$ cat src/rtl/booth_seq_mult.sv
// ---------------------------------------------------------------------------
// booth_seq_mult
//
// Iterative radix-4 Booth multiplier. One Booth digit (one partial product)
// is retired per clock into a shifting accumulator, trading latency for area.
// Digit selection is the five-way -2A/-A/0/+A/+2A scheme; negative digits are
// formed by inverting the magnitude and injecting a carry-in of 1 into the
// same adder, so there is no separate negation stage.
//
// Optional feature macro: BOOTH_UNSIGNED_EN
//   When defined, input tc selects signed (tc=1) or unsigned (tc=0)
//   operands. Unsigned operation needs one extra digit.
//
// Parameters:
//   WIDTH   operand width, even and >= 4
//   CNT_W   digit counter width (derived, do not override)
//
// Ports:
//   clk      rising-edge clock
//   rst      asynchronous active-high reset
//   start    request, sampled only in IDLE
//   a, b     multiplicand / multiplier, captured on an accepted start
//   tc       (BOOTH_UNSIGNED_EN only) 1 = signed, 0 = unsigned
//   busy     high in RUN and DONE
//   done     one-cycle pulse, product valid
//   product  2*WIDTH result, held until the next DONE entry or reset
//
// State | meaning
//   IDLE  | waiting for start
//   RUN   | retiring one Booth digit per clock; one final cycle after the
//         | last digit moves the result into product
//   DONE  | done pulse, product valid
// ---------------------------------------------------------------------------
module booth_seq_mult #(
    parameter int WIDTH = 16,
    parameter int CNT_W = $clog2(WIDTH/2+2)
) (
    input  logic                 clk,
    input  logic                 rst,
    input  logic                 start,
    input  logic [WIDTH-1:0]     a,
    input  logic [WIDTH-1:0]     b,
`ifdef BOOTH_UNSIGNED_EN
    input  logic                 tc,
`endif
    output logic                 busy,
    output logic                 done,
    output logic [2*WIDTH-1:0]   product
);

    generate
        if ((WIDTH % 2) != 0 || WIDTH < 4) begin : g_bad_width
            $error("booth_seq_mult: WIDTH must be even and >= 4");
        end
    endgenerate

`ifdef BOOTH_UNSIGNED_EN
    // Two spare multiplier bits give the extra all-positive top digit that
    // unsigned operands need.
    localparam int XB = 2;
`else
    localparam int XB = 0;
`endif
    localparam int PP_W  = WIDTH + 2;
    localparam int MR_W  = WIDTH + 1 + XB;
    localparam int ACC_W = 2*WIDTH + 2 + XB;
    localparam int LO_W  = ACC_W - PP_W;

    localparam logic [CNT_W-1:0] NDIG_S = CNT_W'(WIDTH/2);
`ifdef BOOTH_UNSIGNED_EN
    localparam logic [CNT_W-1:0] NDIG_U = CNT_W'(WIDTH/2 + 1);
`endif

    typedef enum logic [1:0] {
        IDLE = 2'd0,
        RUN  = 2'd1,
        DONE = 2'd2
    } state_t;

    state_t               r_state;
    state_t               w_next;
    logic [WIDTH-1:0]     r_a;
    logic [MR_W-1:0]      r_mr;
    logic [ACC_W-1:0]     r_acc;
    logic [CNT_W-1:0]     r_cnt;
    logic [2*WIDTH-1:0]   r_product;
`ifdef BOOTH_UNSIGNED_EN
    logic                 r_tc;
`endif

    logic                 w_load;
    logic                 w_step;
    logic                 w_finish;
    logic [CNT_W-1:0]     w_ndig;
    logic                 w_a_sign;
    logic [PP_W-1:0]      w_a_ext;
    logic [2:0]           w_dig;
    logic                 w_zero;
    logic                 w_two;
    logic                 w_neg;
    logic [PP_W-1:0]      w_mag;
    logic [PP_W-1:0]      w_upper_sum;
    logic [ACC_W-1:0]     w_acc_next;
    logic [2*WIDTH-1:0]   w_result;

`ifdef BOOTH_UNSIGNED_EN
    assign w_ndig   = r_tc ? NDIG_S : NDIG_U;
    assign w_a_sign = r_tc & r_a[WIDTH-1];
    // Signed runs one digit fewer, so the product sits two bits higher.
    assign w_result = r_tc ? r_acc[2*WIDTH+1:2] : r_acc[2*WIDTH-1:0];
`else
    assign w_ndig   = NDIG_S;
    assign w_a_sign = r_a[WIDTH-1];
    assign w_result = r_acc[2*WIDTH-1:0];
`endif

    assign w_a_ext = {{2{w_a_sign}}, r_a};
    assign w_dig   = r_mr[2:0];

    always_comb begin
        w_zero = 1'b0;
        w_two  = 1'b0;
        w_neg  = 1'b0;
        case (w_dig)
            3'b000, 3'b111: w_zero = 1'b1;
            3'b001, 3'b010: ;
            3'b011:         w_two  = 1'b1;
            3'b100: begin
                w_two = 1'b1;
                w_neg = 1'b1;
            end
            default:        w_neg  = 1'b1;
        endcase
    end

    always_comb begin
        if (w_zero)
            w_mag = '0;
        else if (w_two)
            w_mag = {w_a_ext[PP_W-2:0], 1'b0};
        else
            w_mag = w_a_ext;
    end

    // Invert-plus-carry negation folded into the accumulator adder.
    assign w_upper_sum = r_acc[ACC_W-1 -: PP_W]
                       + (w_mag ^ {PP_W{w_neg}})
                       + {{(PP_W-1){1'b0}}, w_neg};

    // Add into the upper bits, then arithmetic shift right by 2.
    assign w_acc_next = {{2{w_upper_sum[PP_W-1]}}, w_upper_sum, r_acc[LO_W-1:2]};

    always_ff @(posedge clk or posedge rst) begin
        if (rst)
            r_state <= IDLE;
        else
            r_state <= w_next;
    end

    always_comb begin
        w_next   = r_state;
        w_load   = 1'b0;
        w_step   = 1'b0;
        w_finish = 1'b0;
        busy     = 1'b0;
        done     = 1'b0;
        case (r_state)
            IDLE: begin
                if (start) begin
                    w_load = 1'b1;
                    w_next = RUN;
                end
            end
            RUN: begin
                busy = 1'b1;
                if (r_cnt == w_ndig) begin
                    w_finish = 1'b1;
                    w_next   = DONE;
                end else begin
                    w_step = 1'b1;
                end
            end
            DONE: begin
                busy   = 1'b1;
                done   = 1'b1;
                w_next = IDLE;
            end
            default: w_next = IDLE;
        endcase
    end

    always_ff @(posedge clk or posedge rst) begin
        if (rst) begin
            r_a       <= '0;
            r_mr      <= '0;
            r_acc     <= '0;
            r_cnt     <= '0;
            r_product <= '0;
`ifdef BOOTH_UNSIGNED_EN
            r_tc      <= 1'b0;
`endif
        end else begin
            if (w_load) begin
                r_a   <= a;
                // Appended zero is the implicit b[-1]; upper spare bits are
                // the unsigned zero extension.
                r_mr  <= {{XB{1'b0}}, b, 1'b0};
                r_acc <= '0;
                r_cnt <= '0;
`ifdef BOOTH_UNSIGNED_EN
                r_tc  <= tc;
`endif
            end
            if (w_step) begin
                r_acc <= w_acc_next;
                r_mr  <= {2'b00, r_mr[MR_W-1:2]};
                r_cnt <= r_cnt + 1'b1;
            end
            if (w_finish)
                r_product <= w_result;
        end
    end

    assign product = r_product;

endmodule

$ cat config.mk
export PLATFORM = sky130hd
export DESIGN_NAME = booth_seq_mult
export DESIGN_NICKNAME = d
export VERILOG_FILES = /design/src/rtl/booth_seq_mult.sv
export SDC_FILE = /design/constraint.sdc
export NUM_CORES = 1
export LEC_CHECK = 0
export ABC_AREA = 1
export BUFFER_PORTS_ARGS = -buffer_cell sky130_fd_sc_hd__buf_2
export CORE_MARGIN = 5
export CORE_UTILIZATION = 63
export CTS_CLUSTER_DIAMETER = 200
export DETAILED_ROUTE_END_ITERATION = 8
export PLACE_DENSITY = 0.9
export SYNTH_ARGS = -nofsm -noshare
export SYNTH_HDL_FRONTEND = slang
export SYNTH_SLANG_ARGS = --single-unit
$ cat constraint.sdc
create_clock -name clk -period 4.6 [get_ports clk]
set_input_delay 0.46 -clock clk [delete_from_list [all_inputs] [get_ports clk]]
set_output_delay 0.46 -clock clk [all_outputs]
set_load 0.1 [all_outputs]
==> flow_summary_export.csv, run 1 <==
group,metric,value,unit
run_status,status,"finished, final reports clean",
final_layout,antennaDiodeCount,0,
cts,h-tree-depth,3,
sta,setup_tns,0,ns
drt,drtIter0Drc,249,
floorplanning,ios,69,
floorplanning,fp.dieH,102,um
sta,hold_viol_final,0,
cts,clkLatencyLatePin,0.38,ns
sta,setup_violations,0,
sta,fin_crit_sh,71.1,%
global_route,grt_pass1_wl,20.9,mm
drt,routed_via_density,5.63,
yosys,syn_nets,674,
yosys,avgSynthCellArea,8.73,sq um
floorplanning,core,8260,sq um
final_layout,drive_gt1_share,18.9,%
worst_setup_path,end_kind,"register",
floorplanning,die-area,10500,sq um
yosys,synth_top_area_share,48.0,%
drt,drc_errors,0,
yosys,syn_area,5380,sq um
worst_setup_path,slowest_delay,0.55,ns
sta,timing.fmax,306,MHz
worst_setup_path,critical-path-slowest-cell,"a21boi_4",
sta,clock_skew,0.0203,ns
min_path,holdCritPathClass,"input pin to async pin",
worst_setup_path,critPathKind,"register to register",
yosys,yosysWarnings,0,
placed_design,gp_congestion,0.936,
global_route,grtUsageTotal,25.3,%
worst_setup_path,crit_chain,"nand2_2, nand2_4, a21boi_4, a21oi_1, o21ai_0, xor2_1, ha_1, nand2_1, inv_1, a21oi_1, nand2_2, nand2_1, nand2_2, o21ai_0, o21ai_0",
sta,max_slew_margin,46.2,%
final_layout,mostFrequentLayoutCell,"nand2_1",
final_layout,final_util,72.3,%
yosys,async_flop_share,100,%
cts,clkSinkCount,103,
placed_design,place_hpwl,8.82,mm
yosys,synth_area_leader_cell,"dfrtp_1",
cts,hold_buffers,0,
global_route,grt_pass1_vias,4338,
cts,cts.repair.resized,0,
final_layout,final_cells,783,
worst_setup_path,worstPathRequired,4.82,ns
floorplanning,start_util,65.1,%
worst_setup_path,start_kind,"register",
drt,drtPass1Iterations,7,
sta,worstMarginPinSlew,0.806,ns
sta,rsz0062_at_grt,"no",
yosys,synth-main-ff-cell,"dfrtp_1",
drt,vias,4408,
placed_design,place_ws,1.45,ns
placed_design,place_inst,767,
cts,clk_path_buf_depth,2,
final_layout,area_growth,11.1,%
final_layout,final_cell_mix,"111 x nand2_1, 103 x dfrtp_1, 88 x inv_1",
sta,drv_slew,0,
yosys,ys_seq_area_share,48.0,%
global_route,antenna_found_initial,0,
worst_setup_path,regToRegSetupSlack,1.33,ns
cts,numCtsBuffers,9,
sta,worst_slack,1.33,ns
yosys,ys_types,38,
yosys,synth_edf_count,0,
cts,post-cts-setup-buffers,0,
final_layout,nets,731,
drt,drtAntennaViolNets,0,
flow_run,maxCapViolCount,0,
yosys,synth.area.top_cells,"dfrtp_1 48%, nand2_1 7.8%, o21ai_0 6.5%, inv_1 6.2%, ha_1 5.1%",
global_route,globalRouteOverflowTotal,0,
sta,final.min_clock_period,3.27,ns
cts,root_buffer,"clkbuf_8",
drt,wl_per_cell,15.5,um
worst_setup_path,cp.arrival,3.49,ns
yosys,syn_inst,616,
worst_setup_path,worst-path-buf-inv,1,
worst_setup_path,path_max_fanout,18,
yosys,synth-seq-cells,103,
global_route,grt_start_max_net_pins,61,
worst_setup_path,cp_top_family,"compound AO/OA/AOI/OAI gates",
cts,cts_tree,"built",
cts,clkTransAtPathRegs,0.12,ns
drt,finalWirelength,12.2,mm
floorplanning,die_w,102,um
placed_design,io_buffers,68,
floorplanning,rows,33,
[per-stage QoR]
stage                     hold slack, ns  area, sq um
after floorplan                    0.473         5380
after global placement             0.460         5760
after detailed placement           0.468         5760
after CTS                          0.221         5970
after global routing               0.265         5970
final                              0.197         5970
[synthesized netlist by cell type (2+ instances only)]
library cell  number
nand3_1           30
xor2_1            15
o21ai_0           70
o21ai_2           11
inv_1             89
o21bai_1           3
o21a_1             2
nand4_1            4
o221ai_1          14
buf_1              4
clkbuf_1           9
ha_1              22
o21ai_1            5
dfrtp_1          103
nand2_1          112
inv_2              3
a21oi_1           26
xnor2_1            3
a31oi_1            2
nand2_4            2
nor2_1            22
nand2_2            3
mux2_2             5
buf_6              2
a211oi_1           2
a21oi_2           10
o22ai_1           22
buf_2             11
[sequential cells by signal (all words and copies together), names as in the netlist]
register / flops
r_state: 2
r_acc: 32
r_cnt: 4
product: 32
r_a: 16
r_mr: 17
[layer usage]
| metal | GRT usage (%) | vias up | wire length, um |
|---|---|---|---|
| met5 | 0 | - | 0 |
| met4 | 8.17 | 0 | 204 |
| met3 | 2.94 | 20 | 636 |
| met2 | 41.7 | 119 | 5890 |
| met1 | 35.2 | 2105 | 5440 |
| li1 | - | 2164 | - |
[path summary, 6_finish.rpt]
check | start | end | depth (start not counted)
max | r_mr[0] | r_acc[21] | 15
min | rst | r_a[15] | 2
max reg2reg | r_mr[0] | r_acc[21] | 15
min reg2reg | product[21] | product[21] | 2
max in group asynchronous | rst | product[23] | 3
min in group clk | a[13] | r_a[13] | 3
[worst reg2reg max path, cell delays in order, from the launching register on]
cell and delay (ns):
dfrtp_1 0.39, nand2_2 0.11, nand2_4 0.24, a21boi_4 0.55, a21oi_1 0.09, o21ai_0 0.14, xor2_1 0.30, ha_1 0.34
nand2_1 0.10, inv_1 0.04, a21oi_1 0.22, nand2_2 0.12, nand2_1 0.09, nand2_2 0.09, o21ai_0 0.20, o21ai_0 0.11
[cells by family (layout without fill, tap and decap cells)]
logic type,count (synthesis),in the layout,synth area share [%]
simple gates,177,177,13.9
compound gates,171,171,19.7
buf+inv,119,181,8.92
flops,103,103,48.0
fa+ha+maj,23,23,5.49
xor+xnor,18,18,2.93
mux,5,5,1.05
[area by class of cell]
class	count	area, sq um
Clock buffer	9	124
Clock inverter	7	93.8
Fill cell	609	2280
Inverter	92	348
Multi-Input combinational cell	394	2320
Sequential cell	103	2580
Tap cell	105	131
Timing Repair Buffer	73	378
Power of run 1 is left out: the tool's default activity adds up to more than one toggle a clock period on the data nets, which glitch-free logic cannot reach.
==> inputs of run 2 (changes only) <==
CORE_UTILIZATION = 52   (was 63)
PLACE_DENSITY = 0.8   (was 0.9)
clock period = 2.9 ns   (was 4.6 ns; I/O delays follow)
==> run 2 against run 1 <==
The run now ends with setup timing left. Global-route usage is 5.6 points lower. Register-to-register slack worse by 1.3 ns. Sequential cell count stayed put. Count of clock-buffer cells in the layout is 1 higher. First-iteration DRC count is 18% higher. Design area is 7.2% higher.
==> flow_summary_export.csv, run 2 (synthesized netlist as in run 1, its figures left out) <==
group,metric,value,unit
drt,wl_per_cell,14.9,um
floorplanning,die-area,12500,sq um
worst_setup_path,reg2reg_depth,22,
floorplanning,die_w,112,um
cts,root_buffer,"clkbuf_8",
final_layout,fillers,855,
drt,finalWirelength,12.4,mm
sta,max_slew_margin,47.2,%
placed_design,place_ws,-0.0342,ns
cts,h-tree-depth,3,
sta,setup_tns,-0.00268,ns
cts,hold_buffers,0,
sta,timing.fmax,345,MHz
final_layout,area_growth,19.1,%
sta,final.min_clock_period,2.90,ns
worst_setup_path,cp.arrival,3.16,ns
global_route,grt_pass1_wl,20.5,mm
final_layout,nets,755,
cts,numCtsBuffers,9,
sta,setup_violations,1,
global_route,grtUsageTotal,19.7,%
worst_setup_path,r2r_start,"r_mr[0]",
sta,hold_viol_final,0,
sta,clock_skew,0.0111,ns
cts,cts_tree,"built",
sta,rsz0062_at_grt,"yes",
worst_setup_path,start_kind,"register",
final_layout,drive_gt1_share,26.6,%
flow_run,maxCapViolCount,0,
floorplanning,ios,69,
placed_design,place_hpwl,8.36,mm
global_route,grt_start_max_net_pins,104,
drt,drc_errors,0,
run_status,status,"finished, violations left",
worst_setup_path,regToRegSetupSlack,-0.003,ns
global_route,grt_pass1_vias,4320,
placed_design,gp_congestion,0.916,
sta,fin_crit_sh,100,%
cts,clkTransAtPathRegs,0.10,ns
floorplanning,rows,37,
worst_setup_path,path_max_fanout,6,
worst_setup_path,worstPathRequired,3.15,ns
sta,drv_slew,0,
placed_design,io_buffers,68,
drt,drtAntennaViolNets,0,
global_route,antenna_found_initial,0,
drt,vias,4427,
worst_setup_path,end_kind,"register",
drt,drtPass1Iterations,5,
cts,clkLatencyLatePin,0.37,ns
global_route,globalRouteOverflowTotal,0,
drt,routed_via_density,5.28,
run_status,violations,"setup timing",
worst_setup_path,critPathKind,"register to register",
floorplanning,core,10200,sq um
sta,worst_slack,-0.00268,ns
final_layout,final_cell_mix,"103 x dfrtp_1, 99 x nand2_1, 87 x inv_1",
final_layout,mostFrequentLayoutCell,"dfrtp_1",
final_layout,antennaDiodeCount,0,
worst_setup_path,cp-startpoint,"r_mr[0]",
floorplanning,fp.dieH,112,um
cts,clk_path_buf_depth,2,
drt,drtIter0Drc,295,
floorplanning,start_util,52.8,%
sta,worstMarginPinSlew,0.789,ns
worst_setup_path,r2r_end,"r_acc[30]",
min_path,holdCritPathClass,"input pin to async pin",
cts,clkSinkCount,103,
[run 2: layout make-up]
class                      count  area (sq um)  area share (%)
clock inverter                 6          52.6           0.821
timing repair buffer          97           653            10.2
multi-input combinational    394          2470            38.6
inverter                      92           349            5.45
sequential                   103          2580            40.3
tap                          136           170            2.66
clock buffer                  10           128            1.99
[run 2: how the worst max path moves through the flow]
stage | endpoint | slack, ns | depth (start not counted)
floorplan | r_acc[30] | 0.44 | 20
global placement | r_acc[30] | 0.11 | 16
detailed placement | r_acc[21] | -0.03 | 19
CTS | r_acc[21] | 0.001 | 19
global route | r_acc[30] | -0.17 | 22
finish | r_acc[30] | -0.003 | 22
[run 2: metrics by stage]
step / std cells / util (%) / hold WS (ns) / instance area [sq um]
after floorplan: 616 / - / 0.400 / 5380
after global placement: 802 / 57.6 / 0.460 / 5860
after detailed placement: 802 / 57.6 / 0.469 / 5860
after CTS: 821 / 59.9 / 0.0809 / 6100
after global routing: 838 / 62.9 / 0.107 / 6400
final: 838 / 62.9 / 0.0699 / 6400
[run 2: critical path, cell delays in order, from the launching register on]
cell and delay (ns):
dfrtp_1 0.43, inv_2 0.08, nand2_4 0.08, inv_2 0.04
nand2_2 0.06, o21ai_4 0.10, buf_12 0.16, buf_8 0.12
a21oi_4 0.13, o21ai_2 0.07, xor2_1 0.14, ha_1 0.39
nand2_1 0.13, o21ai_2 0.22, nand2_1 0.11, nand2_2 0.10
nand2_2 0.07, nand2_4 0.07, nand3_2 0.07, nand2_1 0.07
nand2_1 0.05, nand3_1 0.07, nand2_1 0.06
[run 2: layer usage]
metal  track usage [%]  routed length, um  vias up
li1                  -                  -     2215
met4              6.97                312        0
met2              30.1               5910      135
met5                 0                  0        -
met1              27.9               5560     2053
met3              4.02                660       24
[run 2: repair_timing]
item	4_1_cts	5_1_grt
setup buffers	2	16
cloned	1	1
setup endpoints to repair	3	12
endpoints found under the hold margin	0	0
pin swaps	1	22
resized for setup	2	51
Power of run 2 is left out for the same reason.
==> inputs of run 3 (changes only) <==
CORE_ASPECT_RATIO = 1.5   (was unset)
CORE_UTILIZATION = 50   (was 52)
PLACE_DENSITY = 0.77   (was 0.8)
==> run 3 against run 2 <==
The flow now finishes without violations. Cell count increased by 0.24%. Count of clock-buffer cells in the layout did not move. Via count fell by 1.3%. Non-clock buffer count is 5 lower. Sequential cell count is the same. Worst hold slack better by 0.021 ns. Worst setup slack better by 0.13 ns. Die area is 4.0% higher. First-iteration DRC count decreased by 24%. Clock skew is 0.0016 ns lower. Sequential share of layout area increased by 0.067 points. Wire length down 4.3%.
==> flow_summary_export.csv, run 3 (synthesized netlist as in run 1, its figures left out) <==
group,metric,value,unit
run_status,status,"finished, final reports clean",
min_path,holdCritPathClass,"input pin to async pin",
drt,drc_errors,0,
floorplanning,die_w,94.7,um
final_layout,antennaDiodeCount,0,
final_layout,area_growth,18.9,%
worst_setup_path,start_kind,"register",
floorplanning,ios,69,
drt,drtIter0Drc,225,
worst_setup_path,end_kind,"register",
drt,vias,4369,
floorplanning,fp.dieH,137,um
drt,finalWirelength,11.9,mm
drt,drtPass1Iterations,7,
final_layout,final_cell_mix,"102 x dfrtp_1, 101 x nand2_1, 86 x inv_1",
cts,clkTransAtPathRegs,0.07,ns
cts,clkLatencyLatePin,0.35,ns
floorplanning,rows,46,
worst_setup_path,critPathKind,"register to register",
drt,drtAntennaViolNets,0,
placed_design,io_buffers,68,
cts,cts_tree,"built",
final_layout,nets,750,
worst_setup_path,r2r_start,"r_mr[1]",
global_route,grtUsageTotal,19.7,%
worst_setup_path,reg2reg_depth,19,
drt,routed_via_density,5.20,
cts,h-tree-depth,3,
cts,clkSinkCount,103,
drt,wl_per_cell,14.2,um
sta,drv_slew,0,
cts,numCtsBuffers,9,
floorplanning,core,10500,sq um
worst_setup_path,regToRegSetupSlack,0.12,ns
cts,clk_path_buf_depth,2,
sta,timing.fmax,360,MHz
global_route,grt_start_max_net_pins,104,
worst_setup_path,path_max_fanout,6,
cts,hold_buffers,0,
final_layout,drive_gt1_share,25.1,%
cts,root_buffer,"clkbuf_16",
sta,fin_crit_sh,95.7,%
global_route,antenna_found_initial,0,
worst_setup_path,cp.arrival,2.97,ns
final_layout,final_cells,840,
worst_setup_path,worstPathRequired,3.09,ns
sta,max_slew_margin,47.9,%
placed_design,place_inst,811,
sta,setup_violations,0,
placed_design,gp_congestion,0.892,
floorplanning,start_util,51.0,%
sta,hold_viol_final,0,
global_route,globalRouteOverflowTotal,0,
worst_setup_path,r2r_end,"r_acc[22]",
flow_run,maxCapViolCount,0,
sta,final.min_clock_period,2.78,ns
final_layout,mostFrequentLayoutCell,"dfrtp_1",
sta,worstMarginPinSlew,0.781,ns
floorplanning,die-area,13000,sq um
global_route,grt_pass1_wl,20.2,mm
global_route,grt_pass1_vias,4323,
placed_design,place_hpwl,8.35,mm
sta,clock_skew,0.00945,ns
[run 3: cell types whose count changed in the layout (fill, tap and decap cells not counted), moves of 2 or more]
cell,before,now
a21oi_2,17,13
buf_12,4,2
clkbuf_16,1,9
nor2_2,4,2
nand2_1,99,101
clkbuf_8,9,0
a21oi_1,18,23
buf_4,22,20
o21ai_0,62,65
nand2_2,14,12
o21ai_1,11,9
[run 3: how the worst max path moves through the flow]
stage / startpoint / end / slack, ns / depth (start not counted)
after CTS: r_mr[1] / r_acc[30] / 0.003 / 21
after detailed placement: r_mr[1] / r_acc[30] / -0.02 / 21
final: r_mr[1] / r_acc[22] / 0.12 / 19
after global routing: r_mr[0] / r_acc[30] / -0.07 / 21
after global placement: r_mr[1] / r_acc[30] / 0.07 / 21
after floorplan: r_mr[1] / r_acc[30] / 0.44 / 20
[run 3: through the flow]
stage                     setup WS, ns  utilization, %  hold WS [ns]  cell area [sq um]  setup TNS (ns)
after global routing           -0.0656            60.7         0.133               6390          -0.459
after floorplan                  0.437               -         0.400               5380               0
after CTS                      0.00266            58.6         0.115               6170               0
final                            0.124            60.7        0.0912               6390               0
after detailed placement       -0.0171            55.7         0.467               5870         -0.0262
after global placement          0.0694            55.7         0.461               5870               0
[run 3: what timing repair did]
| item | in CTS | in global routing |
|---|---|---|
| gates cloned | 0 | 1 |
| endpoints found under the setup margin | 4 | 12 |
| pin swaps | 0 | 15 |
| buffers inserted | 0 | 13 |
| gates resized for setup | 1 | 40 |
[run 3: critical path, stage by stage, from the launching register on]
cell and delay [ns]:
dfrtp_1 0.42, inv_2 0.10, nand2_4 0.08, inv_2 0.06, nand2_2 0.05, o21ai_4 0.12
buf_6 0.15, nor2_1 0.04, a211oi_2 0.19, xnor2_1 0.11, ha_1 0.37, nand2_1 0.09
o21ai_2 0.20, nand2_1 0.10, nand2_2 0.09, nand2_2 0.07, nand2_4 0.07, a21oi_1 0.06
o21ai_0 0.12, o21ai_0 0.12
[run 3: final cells by class]
cell class | instances | area, sq um
timing repair buffer | 92 | 547
clock buffer | 10 | 229
multi-input combinational | 394 | 2440
clock inverter | 5 | 66.3
inverter | 92 | 349
sequential | 103 | 2580
fill | 946 | 4140
tap | 144 | 180
[run 3: routing by layer]
layer / wire [um] / vias up / track usage [%]
met3: 440 / 20 / 3.41
met4: 276 / 0 / 7.38
li1: - / 2201 / -
met5: 0 / - / 0
met2: 6090 / 89 / 33.0
met1: 5100 / 2059 / 25.4
Power of run 3 is left out for the same reason.
